--- config.mk ---
export PLATFORM = sky130hd
export DESIGN_NAME = can_rx_frame_buffer
export DESIGN_NICKNAME = d
export VERILOG_FILES = /design/src/rtl/can_rx_frame_buffer.sv
export SDC_FILE = /design/constraint.sdc
export NUM_CORES = 2
export LEC_CHECK = 0
export ABC_AREA = 1
export CORE_MARGIN = 2
export CORE_UTILIZATION = 40
export CTS_CLUSTER_DIAMETER = 120
export DETAILED_ROUTE_END_ITERATION = 8
export GPL_ROUTABILITY_DRIVEN = 0
export SLEW_MARGIN = 20
export SYNTH_ARGS = -nofsm -noshare
export SYNTH_HDL_FRONTEND = slang
export SYNTH_SLANG_ARGS = --single-unit
--- constraint.sdc ---
create_clock -name clk -period 9.3 [get_ports clk]
set_input_delay 1.86 -clock clk [delete_from_list [all_inputs] [get_ports clk]]
set_output_delay 1.86 -clock clk [all_outputs]
set_load 0.1 [all_outputs]
--- src/rtl/can_rx_frame_buffer.sv ---
// CAN RX frame reassembly + frame FIFO with show-ahead output register.
// Optional CAN_RX_BUF_TIMESTAMP_EN adds a per-frame 32-bit timestamp (out_ts).
module can_rx_frame_buffer #(
  parameter int ASIZE = 4
) (
  input  logic             clk,
  input  logic             rstn,
  input  logic             in_valid,
  input  logic             in_last,
  input  logic [7:0]       in_data,
  input  logic [28:0]      in_id,
  input  logic             in_ide,
  output logic             out_valid,
  input  logic             out_ready,
  output logic [28:0]      out_id,
  output logic             out_ide,
  output logic [3:0]       out_len,
  output logic [63:0]      out_data,
  output logic [ASIZE:0]   frame_cnt,
  output logic             overflow,
  output logic             len_err,
`ifdef CAN_RX_BUF_TIMESTAMP_EN
  output logic [31:0]      out_ts,
`endif
  output logic [15:0]      drop_cnt
);

  localparam int DEPTH = 1 << ASIZE;

  typedef struct packed {
`ifdef CAN_RX_BUF_TIMESTAMP_EN
    logic [31:0] ts;
`endif
    logic [28:0] id;
    logic        ide;
    logic [3:0]  len;
    logic [63:0] data;
  } frame_t;

  typedef enum logic {
    S_IDLE,
    S_COLLECT
  } state_t;

  state_t            r_state;
  logic [28:0]       r_id;
  logic              r_ide;
  logic [3:0]        r_cnt;
  logic [63:0]       r_data;
  logic              r_lerr_done;
  logic              r_len_err;
`ifdef CAN_RX_BUF_TIMESTAMP_EN
  logic [31:0]       r_ts_ctr;
  logic [31:0]       r_ts;
`endif

  logic [ASIZE:0]    r_wptr;
  logic [ASIZE:0]    r_wptr_vis;
  logic [ASIZE:0]    r_rptr;
  frame_t            r_mem [DEPTH];
  frame_t            r_out;
  logic              r_out_valid;
  logic              r_overflow;
  logic [15:0]       r_drop_cnt;

  frame_t            w_frame;
  logic              w_lerr;
  logic              w_commit;
  logic              w_full;
  logic              w_wr;
  logic              w_pop;
  logic              w_load;
  logic              w_avail;
  logic [ASIZE:0]    w_rd_ptr;
  logic [63:0]       w_byte64;

  assign w_byte64 = {56'd0, in_data};

  // Frame as it would look including the byte on the bus this cycle.
  always_comb begin
    w_frame = '0;
    w_lerr  = 1'b0;
    if (r_state == S_IDLE) begin
      w_frame.id   = in_id;
      w_frame.ide  = in_ide;
      w_frame.len  = 4'd1;
      w_frame.data = w_byte64;
`ifdef CAN_RX_BUF_TIMESTAMP_EN
      w_frame.ts   = r_ts_ctr;
`endif
    end else begin
      w_frame.id  = r_id;
      w_frame.ide = r_ide;
`ifdef CAN_RX_BUF_TIMESTAMP_EN
      w_frame.ts  = r_ts;
`endif
      if (r_cnt[3]) begin
        w_frame.len  = r_cnt;
        w_frame.data = r_data;
        w_lerr       = ~r_lerr_done;
      end else begin
        w_frame.len  = r_cnt + 4'd1;
        w_frame.data = r_data |
          (w_byte64 << {r_cnt[2:0], 3'b000});
      end
    end
  end

  always_ff @(posedge clk) begin
    if (!rstn) begin
      r_state     <= S_IDLE;
      r_id        <= '0;
      r_ide       <= 1'b0;
      r_cnt       <= '0;
      r_data      <= '0;
      r_lerr_done <= 1'b0;
      r_len_err   <= 1'b0;
`ifdef CAN_RX_BUF_TIMESTAMP_EN
      r_ts        <= '0;
`endif
    end else begin
      r_len_err <= 1'b0;
      if (in_valid) begin
        r_id   <= w_frame.id;
        r_ide  <= w_frame.ide;
        r_cnt  <= w_frame.len;
        r_data <= w_frame.data;
`ifdef CAN_RX_BUF_TIMESTAMP_EN
        r_ts   <= w_frame.ts;
`endif
        if (w_lerr) begin
          r_len_err   <= 1'b1;
          r_lerr_done <= 1'b1;
        end
        if (in_last) begin
          r_state     <= S_IDLE;
          r_lerr_done <= 1'b0;
        end else begin
          r_state <= S_COLLECT;
        end
      end
    end
  end

`ifdef CAN_RX_BUF_TIMESTAMP_EN
  always_ff @(posedge clk) begin
    if (!rstn) r_ts_ctr <= '0;
    else       r_ts_ctr <= r_ts_ctr + 32'd1;
  end
`endif

  assign w_commit = in_valid & in_last;
  assign w_full   = (r_wptr[ASIZE] != r_rptr[ASIZE]) &&
                    (r_wptr[ASIZE-1:0] == r_rptr[ASIZE-1:0]);
  assign w_wr     = w_commit & ~w_full;
  assign w_pop    = r_out_valid & out_ready;
  assign w_rd_ptr = r_rptr + {{ASIZE{1'b0}}, w_pop};
  // r_wptr_vis lags one clk to model BRAM write-to-read latency.
  assign w_avail  = (w_rd_ptr != r_wptr_vis);
  assign w_load   = ~r_out_valid | w_pop;

  always_ff @(posedge clk) begin
    if (w_wr) r_mem[r_wptr[ASIZE-1:0]] <= w_frame;
  end

  always_ff @(posedge clk) begin
    if (!rstn) begin
      r_wptr      <= '0;
      r_wptr_vis  <= '0;
      r_rptr      <= '0;
      r_out       <= '0;
      r_out_valid <= 1'b0;
      r_overflow  <= 1'b0;
      r_drop_cnt  <= '0;
    end else begin
      r_overflow <= 1'b0;
      r_wptr_vis <= r_wptr;
      if (w_commit && w_full) begin
        r_overflow <= 1'b1;
        if (r_drop_cnt != 16'hFFFF)
          r_drop_cnt <= r_drop_cnt + 16'd1;
      end
      if (w_wr)  r_wptr <= r_wptr + 1'b1;
      if (w_pop) r_rptr <= w_rd_ptr;
      if (w_load) begin
        r_out_valid <= w_avail;
        if (w_avail) r_out <= r_mem[w_rd_ptr[ASIZE-1:0]];
      end
    end
  end

  assign out_valid = r_out_valid;
  assign out_id    = r_out.id;
  assign out_ide   = r_out.ide;
  assign out_len   = r_out.len;
  assign out_data  = r_out.data;
`ifdef CAN_RX_BUF_TIMESTAMP_EN
  assign out_ts    = r_out.ts;
`endif
  assign frame_cnt = r_wptr - r_rptr;
  assign overflow  = r_overflow;
  assign len_err   = r_len_err;
  assign drop_cnt  = r_drop_cnt;

endmodule

==> reports/qor.csv <==
stage;metric;value;unit
status;status;complete, no violations;
cells_and_area;syn2layout_area_growth;14.08;%
clock_network;post_cts_buffers;0;
synth;synth_seq_area_share;0.7055;
sta;tightest_slew;1215;ps
synth;synth_cells;6801;
cells_and_area;fin_util;0.4579;
synth;yosys-top-cells-count;2303 x nand2_1, 1568 x edfxtp_1, 1299 x nand3_1;
sta;tns;0;ps
route;wire_per_inst;21.99;um
die;die-area;0.1868;mm2
power;p_leak;31.12;nW
clock_network;insertion_delay;830;ps
setup_path;worstPathRequired;10040;ps
synth;yosys_warnings;0;
synth;synth_edf_count;1568;
setup_path;worstPathMaxFanout;94;
synth;synthesis.area;0.07333;mm2
cells_and_area;drive_above_1_share;0.06679;
setup_path;cp-startpoint;out_ready;
cells_and_area;regArea;0.05173;mm2
sta;slew_violations;0;
setup_path;startpoint_type;input pin;
cells_and_area;fillers;16670;
worst_hold_path;hold_depth;2;
sta;setup_violations;0;
clock_network;ctsHoldBuffers;0;
route;drt_iter0_drc;5156;
die;die_w;432.2;um
clock_network;cts-root-buf;clkbuf_16;
place;dp_cells;9019;
synth;synth.distinct_cells;31;
setup_path;reg2regPathDepth;14;
synth;synth_top_cell_area_share;0.6421;
setup_path;worstSetupEndpointType;register;
global_routing;grt_first_pass_wirelength;305100;um
sta;finalCriticalPeriod;5760;ps
setup_path;reg2reg_setup_slack;4710;ps
sta;finClkSkew;25.95;ps
die;rows;157;
sta;rsz0062_at_grt;false;
die;pin_count;165;
worst_hold_path;min_from;r_data[42];
die;start_util;0.4014;
clock_network;clock-sinks;1800;
clock_network;cts_tree;built;
global_routing;grt_max_degree;226;
worst_hold_path;hold_class;register to register;
route;wl;206300;um
synth;ys.flop_type;edfxtp_1;
setup_path;path_class;input pin to register;
place;dpl.hpwl;97760;um
synth;yosysMostFrequentCell;nand2_1;
synth;syn_nets;6857;
clock_network;cts-htree-levels;4;
synth;synth_area_leaders;edfxtp_1 64%, nand2_1 12%, nand3_1 8.9%;
sta;slew_headroom;0.1902;
route;dr_total_vias;49850;
clock_network;clockBufferDepth;3;
power;ir_drop;170.7;uV
global_routing;grt_pass1_vias;47690;
setup_path;r2r_start;out_valid;
sta;fin_crit_sh;0.6193;
clock_network;clk_pin_slew;60;ps
synth;synth_async_sr_flop_share;0;
global_routing;track_usage;0.2170;
route;drt_first_pass_iters;6;
cells_and_area;multiInputGateArea;0.01894;mm2
cells_and_area;final_cells;9379;
sta;hold_viol;0;
route;drcViolationCount;0;
worst_hold_path;whs_endpoint;r_data[42];
synth;synth-seq-cells;1800;
place;portBuffers;164;
cells_and_area;final_nets;6881;
setup_path;crit_arrival;6500;ps
route;avgViaCountPerCell;5.315;
setup_path;r2r-end;out_data[53];
global_routing;antenna_found_initial;6;
die;core_area;0.1827;mm2
global_routing;gr-total-overflow;0;
sta;fmax;0.1736;GHz
synth;yosysTopAreaCell;edfxtp_1;
clock_network;cts_resized;0;
job;maxCapViolCount;0;
synth;avgSynthCellArea;10.78;um2
clock_network;cts_made_buffers;187;
power;power.density;264.2;mW/mm2
die;fp.dieH;432.2;um
route;detail-route-antenna-nets;0;
[worst max path at each step]
stage,depth (start not counted),slack (ps),to
finish,15,3540,out_data[53]
global placement,15,2790,out_data[52]
global route,15,3290,out_data[53]
CTS,15,3540,out_data[53]
floorplan,7,1950,r_mem[11][0]
detailed placement,15,2670,out_data[53]
[where the power goes]
| part | leakage (nW) | internal, mW | switching, mW |
|---|---|---|---|
| logic | 11.9 | 1.34 | 4.07 |
| registers | 16.2 | 9.03 | 0.173 |
| clock network | 3.02 | 4.33 | 3.16 |
[cells by family (layout without fill, tap and decap cells)]
logic type / Yosys count / after routing / synth area share
adders and majority gates: 13 / 13 / 0.002321
AOI/OAI and AO/OA: 375 / 375 / 0.02752
DFF: 1800 / 1800 / 0.7055
xor gates and xnor gates: 16 / 16 / 0.001911
buffers and inverters: 725 / 916 / 0.04117
and+or+nand+nor: 3872 / 3872 / 0.2216
other: 0 / 2 / 0
[critical path: stages]
cell and delay (ps):
clkdlybuf4s50_1 420, nand2_1 220, inv_1 160, ha_4 990, inv_8 450, nand2_1 180, nand2_1 60, nor2_1 100
nand3_1 70, nor2_1 170, nand3_4 660, buf_4 630, nand3_1 190, nand2_1 80, nor2_1 110
[routing by layer]
layer / wire [um] / vias to the layer above / track usage / share of wire
met5: 0 / - / 0 / 0
met4: 6222 / 0 / 0.07274 / 0.030
met3: 13120 / 333 / 0.03023 / 0.064
met2: 100700 / 1730 / 0.3716 / 0.49
met1: 86200 / 24390 / 0.2829 / 0.42
li1: - / 23400 / - / -
[placed cells by master, fill, tap and decap left out, drive strengths merged]
cell type      instances
a221oi                 1
xor2                  11
inv                  293
nand4                 12
clkinvlp               6
nor4                   9
dfxtp                232
clkbuf               249
a31oi                  8
buf                  111
edfxtp              1568
nand2               2305
a211oi                50
clkinv                79
nand3               1300
o21ai                101
clkdlybuf4s50        163
o21bai                 1
diode                  2
ha                    12
bufinv                15
xnor2                  5
a21oi                214
nand3b                 2
nor3b                  1
nor2                 236
nor3                   7
fa                     1
[layout make-up]
class	count	area share
sequential	1800	0.6184
multi-input combinational	4276	0.2264
clock buffer	249	0.06164
tap	2385	0.03567
timing repair buffer	274	0.03238
inverter	286	0.01337
clock inverter	107	0.01207
antenna	2	0.00005983
[state kept, by name, summed over array words and instances, names as in the netlist, 4 cells and up]
signal / cells
r_mem: 1568
r_wptr: 5
out_id: 29
r_data: 64
r_wptr_vis: 5
r_rptr: 5
out_data: 64
r_id: 29
drop_cnt: 16
out_len: 4
r_cnt: 4
[stage by stage]
| step | hold WS [ps] | power (mW) | worst slack [ps] | cell area [um2] |
|---|---|---|---|---|
| after global routing | 482.3 | 23.04 | 3290 | 83650 |
| final | 463.2 | 22.10 | 3540 | 83650 |
| after detailed placement | 452.8 | 14.78 | 2675 | 77290 |
| after CTS | 466.0 | 22.23 | 3540 | 83460 |
| after floorplan | 400.3 | 13.32 | 1951 | 73330 |
| after global placement | 439.2 | 14.74 | 2791 | 77280 |
(Power assumes the default switching activity.)
